==> config.mk <==
export PLATFORM = sky130hd
export DESIGN_NAME = prm_edge_mask_engine
export DESIGN_NICKNAME = d
export VERILOG_FILES = /design/src/rtl/prm_edge_mask_engine.sv
export SDC_FILE = /design/constraint.sdc
export NUM_CORES = 2
export LEC_CHECK = 0
export BUFFER_PORTS_ARGS = -buffer_cell sky130_fd_sc_hd__buf_2
export CORE_MARGIN = 4
export CORE_UTILIZATION = 49
export DETAILED_ROUTE_END_ITERATION = 8
export GPL_ROUTABILITY_DRIVEN = 0
export SYNTH_ARGS = -nofsm -noshare
export SYNTH_HDL_FRONTEND = slang
export SYNTH_SLANG_ARGS = --single-unit
==> constraint.sdc <==
create_clock -name clk -period 5.4 [get_ports clk]
set_clock_uncertainty 0.2 [all_clocks]
set_input_delay 1.62 -clock clk [delete_from_list [all_inputs] [get_ports clk]]
set_output_delay 1.62 -clock clk [all_outputs]
set_load 0.005 [all_outputs]
==> src/rtl/prm_edge_mask_engine.sv <==
// Programmable sum-of-products edge-mask engine: scans a run-time loaded cube memory
// one entry per cycle and ORs matching cubes into a per-edge mask. Optional macro: PRM_EARLY_EXIT_EN.
module prm_edge_mask_engine #(
  parameter int IN_W     = 15,
  parameter int NUM_EDGE = 8,
  parameter int CUBES    = 64,
  parameter int EW       = (NUM_EDGE > 1) ? $clog2(NUM_EDGE) : 1,
  parameter int AW       = $clog2(CUBES)
) (
  input  logic                clk,
  input  logic                rst,
  input  logic                cfg_we,
  input  logic [AW-1:0]       cfg_addr,
  input  logic [IN_W-1:0]     cfg_care,
  input  logic [IN_W-1:0]     cfg_val,
  input  logic [EW-1:0]       cfg_edge,
  input  logic                cfg_clr,
  output logic                cfg_err,
  input  logic                q_valid,
  output logic                q_ready,
  input  logic [IN_W-1:0]     q_vec,
  output logic                r_valid,
  input  logic                r_ready,
  output logic [NUM_EDGE-1:0] r_mask,
  output logic [AW:0]         r_hits,
  output logic                busy
);

  typedef enum logic [1:0] {IDLE, SCAN, DONE} state_t;

  localparam logic [AW:0]   HITS_MAX  = (AW+1)'(CUBES);
  localparam logic [AW-1:0] LAST_ADDR = AW'(CUBES - 1);

  state_t               state;
  logic [CUBES-1:0]     valid_q;
  logic [CUBES-1:0]     valid_nxt;
  logic [IN_W-1:0]      care_mem [CUBES];
  logic [IN_W-1:0]      val_mem  [CUBES];
  logic [EW-1:0]        edge_mem [CUBES];

  logic [AW-1:0]        addr_p0;
  logic [IN_W-1:0]      qv_p0;
  logic                 hit_p0;
  logic [NUM_EDGE-1:0]  mask_nxt_p0;
  logic                 scan_end_p0;
  logic [NUM_EDGE-1:0]  mask_p1;
  logic [AW:0]          hits_p1;

  logic                 q_ready_r;
  logic                 r_valid_r;
  logic                 busy_r;
  logic                 cfg_err_r;
  logic                 idle;

  function automatic logic [AW:0] sat_inc(input logic [AW:0] v);
    if (v >= HITS_MAX) return HITS_MAX;
    return v + 1'b1;
  endfunction

  // Cube edge indices beyond NUM_EDGE-1 simply contribute nothing.
  function automatic logic [NUM_EDGE-1:0] edge_onehot(input logic [EW-1:0] e);
    logic [NUM_EDGE-1:0] oh;
    for (int i = 0; i < NUM_EDGE; i++) oh[i] = (e == EW'(i));
    return oh;
  endfunction

  assign idle = (state == IDLE);

  // Clear takes effect before the write so a combined request leaves exactly one entry.
  always_comb begin
    valid_nxt = valid_q;
    if (idle) begin
      if (cfg_clr) valid_nxt = '0;
      if (cfg_we)  valid_nxt[cfg_addr] = 1'b1;
    end
  end

  always_ff @(posedge clk or posedge rst) begin
    if (rst) valid_q <= '0;
    else     valid_q <= valid_nxt;
  end

  always_ff @(posedge clk) begin
    if (cfg_we && idle) begin
      care_mem[cfg_addr] <= cfg_care;
      val_mem[cfg_addr]  <= cfg_val;
      edge_mem[cfg_addr] <= cfg_edge;
    end
  end

  always_ff @(posedge clk) begin
    if (idle && q_valid) qv_p0 <= q_vec;
  end

  // Stage p0: combinational read and match of the entry under the scan pointer.
  assign hit_p0 = valid_q[addr_p0] &&
                  (((qv_p0 ^ val_mem[addr_p0]) & care_mem[addr_p0]) == '0);
  assign mask_nxt_p0 = mask_p1 | (hit_p0 ? edge_onehot(edge_mem[addr_p0]) : '0);

`ifdef PRM_EARLY_EXIT_EN
  assign scan_end_p0 = (addr_p0 == LAST_ADDR) || (&mask_nxt_p0);
`else
  assign scan_end_p0 = (addr_p0 == LAST_ADDR);
`endif

  // Stage p1: accumulators and the control FSM with registered handshake outputs.
  always_ff @(posedge clk or posedge rst) begin
    if (rst) begin
      state     <= IDLE;
      addr_p0   <= '0;
      mask_p1   <= '0;
      hits_p1   <= '0;
      q_ready_r <= 1'b1;
      r_valid_r <= 1'b0;
      busy_r    <= 1'b0;
      cfg_err_r <= 1'b0;
    end else begin
      cfg_err_r <= (cfg_we || cfg_clr) && !idle;
      case (state)
        IDLE: begin
          if (q_valid) begin
            state     <= SCAN;
            addr_p0   <= '0;
            mask_p1   <= '0;
            hits_p1   <= '0;
            q_ready_r <= 1'b0;
            busy_r    <= 1'b1;
          end
        end
        SCAN: begin
          mask_p1 <= mask_nxt_p0;
          if (hit_p0) hits_p1 <= sat_inc(hits_p1);
          if (scan_end_p0) begin
            state     <= DONE;
            r_valid_r <= 1'b1;
          end else begin
            addr_p0 <= addr_p0 + 1'b1;
          end
        end
        DONE: begin
          if (r_ready) begin
            state     <= IDLE;
            r_valid_r <= 1'b0;
            q_ready_r <= 1'b1;
            busy_r    <= 1'b0;
          end
        end
        default: begin
          state     <= IDLE;
          q_ready_r <= 1'b1;
          r_valid_r <= 1'b0;
          busy_r    <= 1'b0;
        end
      endcase
    end
  end

  assign q_ready = q_ready_r;
  assign r_valid = r_valid_r;
  assign busy    = busy_r;
  assign cfg_err = cfg_err_r;
  assign r_mask  = mask_p1;
  assign r_hits  = hits_p1;

endmodule

* Word-level counts from Yosys, hierarchy flattened
Memories as Yosys holds them, arrays and structs flattened.
Index checks and enable logic that the tools add are counted.
** Storage, ports and cells
- Register bits :: 106
- Bits in writable memories :: 2112
- Bits of input ports :: 60
- Output and inout bits :: 19
- Word-level logic and storage cells :: 92
- Memories kept :: 3
** Operators by class
- Add/sub/neg operators :: 2
- Order comparisons :: 4
- Equal/unequal tests :: 15
- Mux-type cells :: 35
- Bitwise gates (word level) :: 6
- Reductions and logical operators :: 17
** Memories
- care_mem :: words 64, width 15, rd ports 1, clocked after Yosys merged registers in 0, write ports 1, RTL line 37 : logic [IN_W-1:0] care_mem [CUBES];
- val_mem :: words 64, width 15, rd ports 1, clocked after Yosys merged registers in 0, write ports 1, RTL line 38 : logic [IN_W-1:0] val_mem [CUBES];
- edge_mem :: words 64, width 3, rd ports 1, clocked after Yosys merged registers in 0, write ports 1, RTL line 39 : logic [EW-1:0] edge_mem [CUBES];
** Operator list (number)
- $mux 64 :: 3
- $or 64x64->64 :: 1
- $mux 7 :: 4
- $mux 8 :: 2
- $pmux 8 s2 :: 1
- $and 15x15->15 :: 1
- $logic_not 15->1 :: 1
- $reduce_and 3->1 :: 5
- $xor 15x15->15 :: 1
- $lt 6x7->1 const B :: 2
- $pmux 7 s2 :: 1
- $eq 3x3->1 const B :: 4
- $mux 1 :: 12
- $mux 6 :: 2
- $pmux 6 s2 :: 1
- $ne 2x2->1 const B :: 5
- $pmux 1 s3 :: 3
- $or 8x8->8 :: 1
- $add 7x1->7 const B :: 1
- $ge 7x7->1 const B :: 1
- $add 6x1->6 const B :: 1
- $bmux 1 s6 :: 1
- $demux 1 s6 :: 1
- $eq 3x2->1 const B :: 2
- 15 further kinds :: 22

* Depth between registers and ports, before layout
An unclocked memory read counts as a cell.
- Word-level depth :: 10
- Depth in mapped cells :: 18
- Depth with buffers taken out :: 10

* Least setup slack after synthesis
Ideal clock, no wire load.
- Path kind :: flip-flop to flip-flop
- From :: register addr_p0[1]
- To :: register mask_p1[0], in the netlist r_mask[0]
- Setup time :: 96 ps
- Arrival :: 4245 ps
- Required time :: 5104 ps
- Slack :: 859 ps
- Cell stages (with the launch flop) :: 13
- Buffers on the path :: 7
- Clock period less this slack :: 4541 ps
- Cells stage by stage :: dfrtp_1 > buf_2 > buf_2 > buf_1 > buf_2 > buf_1 > buf_1 > clkbuf_1 > mux4_2 > mux4_2 > mux4_2 > or2_2 > o31ai_1
** Between the ends
- Word-level cells in the longest chain between the ends :: 8
- Elaborated cells between the ends (all ways) :: 13
- Classes of those cells :: mux: 4; bitwise: 3; reduce/logical: 3; memory: 3
** RTL lines
- start, declared :: RTL line 41 : logic [AW-1:0] addr_p0;
- start signal, assigned :: RTL line 137 : addr_p0 <= addr_p0 + 1'b1;
- $mem_v2 64x15
- $xor 15x15->15 :: RTL line 97 : (((qv_p0 ^ val_mem[addr_p0]) & care_mem[addr_p0]) == '0);
- $and 15x15->15 :: RTL line 97
- $logic_not 15->1 :: RTL line 97
- $logic_and 1x1->1 :: RTL line 96 : assign hit_p0 = valid_q[addr_p0] &&
- $mux 8 (*) :: RTL line 98 : assign mask_nxt_p0 = mask_p1 | (hit_p0 ? edge_onehot(edge_mem[addr_p0]) : '0);
- $or 8x8->8 (*) :: RTL line 98
- $pmux 8 s2 (*) :: RTL line 119 : case (state)
- end signal, assigned :: RTL line 131 : mask_p1 <= mask_nxt_p0;
- end, declared :: RTL line 46 : logic [NUM_EDGE-1:0] mask_p1;
Every way passes the cells marked *; elsewhere a longest branch is shown, timed or not. The select of a mux whose other input is x is not followed.
A chain may end at the register's enable or synchronous reset.

* Worst setup path after layout
- From :: register addr_p0[2]
- To :: register hits_p1[5], in the netlist r_hits[5]
** Between the ends
- Word-level cells in the longest chain between the ends :: 7
- Elaborated cells between the ends (all ways) :: 10
- Classes of those cells :: eq/ne: 1; mux: 2; bitwise: 2; reduce/logical: 3; memory: 2
** RTL lines
- $mem_v2 64x15
- $xor 15x15->15 :: RTL line 97
- $and 15x15->15 :: RTL line 97
- $logic_not 15->1 :: RTL line 97
- $logic_and 1x1->1 (*) :: RTL line 96
- $ne 2x2->1 (no source line) (*)
- $reduce_and 3->1 (no source line) (*)
- end signal, assigned :: RTL line 132 : if (hit_p0) hits_p1 <= sat_inc(hits_p1);
- end, declared :: RTL line 47 : logic [AW:0] hits_p1;
Marks and branches as above.

==> results.md <==
* Post-synthesis net count at 4,018
* LEAKAGE at between 30 and 40 nW
* Power consumption at around 48 mW
* Initial DRC Count at 6,044
* Register bit total from synthesis at 2,218
* Reg2Reg Depth at 11
* Worst vdd ir at 0.402 mV
* Relative slew slack at 0.137
* DRC at 0
* Die Span X at 426 um
* Worst slew pin tran at 1.29 ns
* Fmax at 0.189 GHz
* End of the worst register-to-register path: r_hits[5]
* First-pass DRT Iterations at 5
* HPWL Detailed at 143,000 um
* Post-CTS Setup Inserts at 0
* Sw Share at 0.299
* CP Launch Type: register
* Routed wl met3 at 23,300 um
* # Max-Cap Violations at 0
* Worst Hold Path EP: valid_q[12]
* Post-synth top area share at 0.746
* NetSw at approximately 14 mW
* Clock latency on the worst-skew pair at 0.87 ns
* Largest net degree at the start of global routing at 68
* WS Path Type: reg -> reg
* Synthesis-to-layout area growth at 14.8%
* Status: finished, final reports clean
* Clock Pin Slew Worst Setup and Hold Paths at 0.06 ns
* Crit Path Max Fanout at 25
* Top_reg_cell synth: edfxtp_1
* Fin. Hold Viols at 0
* First-pass GRT wire length at 348,000 um
* Final-report setup violation count at 0
* Vias in the first global route at 43.0k
* Yosys warning count at 0
* RSZ-0062 raised after global routing: false
* Initial antenna violation count at 16
* Count of cell types in the netlist at 67
* H-tree depth reported by CTS at 4
* Synth Instances at 3,955
* Period utilisation layout at 0.982
* CP Data Required Time at 5.92 ns
* R2r setup slk at 0.1 ns
* Fraction of registers with async set/reset at 0.0410
* Int Pwr at 33.6 mW
* HP Class: reg -> reg
* Seq pwr share at 0.405
* Synth Cell Area at 85,600 um^2
* WL final at 251,000 um
* Crit Reg-Reg Startpoint: addr_p0[2]
* Tot GR Track Use at 0.278
* Initial Utilization at 0.493
* Layout cells sized above 1 at 0.283
* Worst setup EP type: register
* Logic pwr share at 0.277
* Top Metal Used: met5
* CTS tree: done
* Final-stage net count at 4,346
* Root Buffer: clkbuf_16
* Post-synth EDFFs at 2,127
* CTS buffer count at 219
* Max Root-Sink Buffers at 3
* IO Count at 79
* Largest cells by area after synthesis: edfxtp_1, mux4_2, dfrtp_1
* Slew Viols, Final at 0
* DP Cell Count at 6,387
* Num rows at between 150 and 200
* Largest area contributor in the netlist: edfxtp_1
* WL per Instance at 36.9 um
* Via count at 44.2k
* Via density per instance at about 6.5
* Final Non-Filler Cells at 6,805
* Antenna-violating nets left at 0
* Met2 Routed Length at 119,000 um
* Final Critical Period at around 5.3 ns
* Die height at 426 um
* Core area at 174,000 um^2
* Pwr dens at 487 nW/um^2
* CTS Sinks at 2,218
* Grt total ovfl at 0
* Seq/Total Area, Yosys at 0.773
* Full die area at 181,000 um^2
* Buffers on Ports at 78
* Share of power burned in the clock network at 0.318
* Hold Path Depth at 1
* Hold path start: valid_q[12]
* Crit path DAT at 5.83 ns
* Met1 Wirelength at between 100,000 and 150,000 um
* Syn_area_per_cell at 21.6 um^2
-- through the flow --
stage | cell area (um^2) | hold WS (ns) | util | setup WS [ns] | setup TNS [ns]
finish | 98300 | 0.275 | 0.566 | 0.0957 | 0
global placement | 91200 | 0.253 | 0.525 | 0.0129 | 0
CTS | 98300 | 0.274 | 0.566 | 0.000988 | 0
floorplan | 85600 | 0.244 | - | 0.859 | 0
global route | 98300 | 0.288 | 0.566 | 0.0317 | 0
detailed placement | 91200 | 0.261 | 0.525 | -0.0423 | -0.0892
-- cells in the mapped netlist (7+ instances only) --
cell,count
mux2i_1,181
buf_2,92
nor3_1,17
a22o_1,8
o22ai_1,10
a2111oi_0,7
dfrtp_1,90
nor2b_1,26
xnor2_1,14
nand3_1,41
a22oi_1,90
a211oi_1,9
a21o_1,65
o31ai_1,8
o221ai_1,11
clkbuf_1,64
nand2b_1,13
mux4_2,509
a21oi_1,38
o211ai_1,20
buf_4,25
a221oi_1,21
buf_1,31
o21ai_0,34
nand4_1,11
edfxtp_1,2127
and3_1,7
a32oi_1,10
inv_1,13
nor2_1,114
nand2_1,128
mux2_2,31
-- timing repair --
item	4_1_cts	5_1_grt
endpoints found under the setup margin	4	3
endpoints found under the hold margin	0	0
hold buffers	0	0
resized for setup	1	1
-- metal layers --
metal | global-route usage | up-vias
li1 | - | 17300
met1 | 0.411 | 24100
met2 | 0.433 | 2436
met3 | 0.0467 | 353
met4 | 0.0808 | 6
met5 | 0 | -
-- worst max-delay path by stage --
stage	startpoint	to	slack [ns]	depth (start not counted)
floorplan	addr_p0[1]	r_mask[0]	0.86	12
global placement	addr_p0[2]	r_hits[5]	0.01	12
detailed placement	addr_p0[2]	r_hits[5]	-0.04	12
CTS	addr_p0[2]	r_hits[5]	0.001	11
global route	addr_p0[0]	r_hits[4]	0.03	10
finish	addr_p0[2]	r_hits[5]	0.1	11
-- logic make-up (layout without fill, tap and decap cells) --
| group | count (synthesis) | count (layout) | synth area share |
|---|---|---|---|
| adders and majority gates | 3 | 3 | 0.000439 |
| xor gates and xnor gates | 20 | 20 | 0.00205 |
| other | 0 | 8 | 0 |
| muxes | 721 | 721 | 0.159 |
| buffers and inverters | 228 | 745 | 0.0126 |
| and+or+nand+nor | 386 | 386 | 0.0206 |
| AOI/OAI and AO/OA | 379 | 379 | 0.0324 |
| DFF | 2218 | 2218 | 0.773 |
-- sequential cells by signal (all words and copies together), names as in the netlist --
name      flops
care_mem    960
val_mem     960
edge_mem    192
valid_q      64
qv_p0        15
r_mask        8
r_hits        7
addr_p0       6
state         2
busy          1
cfg_err       1
q_ready       1
r_valid       1
-- placed cells by master (no fill, tap or decap), drive strengths merged, types with 7 or more instances in the layout --
master   Yosys  final
a2111oi      7      7
a211oi       9      9
a21o        65     65
a21oi       38     38
a221oi      21     21
a22o         8      8
a22oi       90     90
a32oi       10     10
and2         8      8
and3         7      7
buf        150    321
bufinv       0     23
clkbuf      64    266
clkinv       0    104
dfrtp       90     90
diode        0      8
edfxtp    2127   2127
inv         14     25
mux2        31     31
mux2i      181    181
mux4       509    509
nand2      128    128
nand2b      13     13
nand3       41     41
nand4       11     11
nor2       114    114
nor2b       26     26
nor3        17     17
o211ai      20     20
o21ai       37     37
o221ai      11     11
o22ai       10     10
o31ai        8      8
xnor2       14     14
-- power groups by stage --
stage	Clock (mW)	Sequential, mW	Combinational, mW
detailed placement	0	19.8	13.3
global route	16.1	19.4	13.9
global placement	0	19.7	13.2
finish	15.2	19.4	13.3
floorplan	0	19.5	8.48
CTS	15.4	19.4	13.3
-- critical path, stage by stage, from the launching register on --
cell	delay, ns
dfrtp_4	0.79
buf_12	0.28
buf_4	0.28
mux4_2	0.32
mux4_2	0.47
o21ai_0	0.56
a22oi_1	0.32
a32o_1	0.29
or4_4	0.53
or4_1	0.51
buf_4	0.21
o41ai_1	0.37
-- cell type report --
| cell class | count | area (um^2) |
|---|---|---|
| fillers | 13000 | 75500 |
| flip-flops and latches | 2218 | 66200 |
| multi-input cells | 1509 | 18900 |
| clock buffers | 266 | 5750 |
| repair buffers | 321 | 3170 |
| well taps | 2325 | 2910 |
| clock inverters | 144 | 1370 |
| inverters | 14 | 57.6 |
| diodes | 8 | 20.0 |
(Power assumes the default switching activity.)
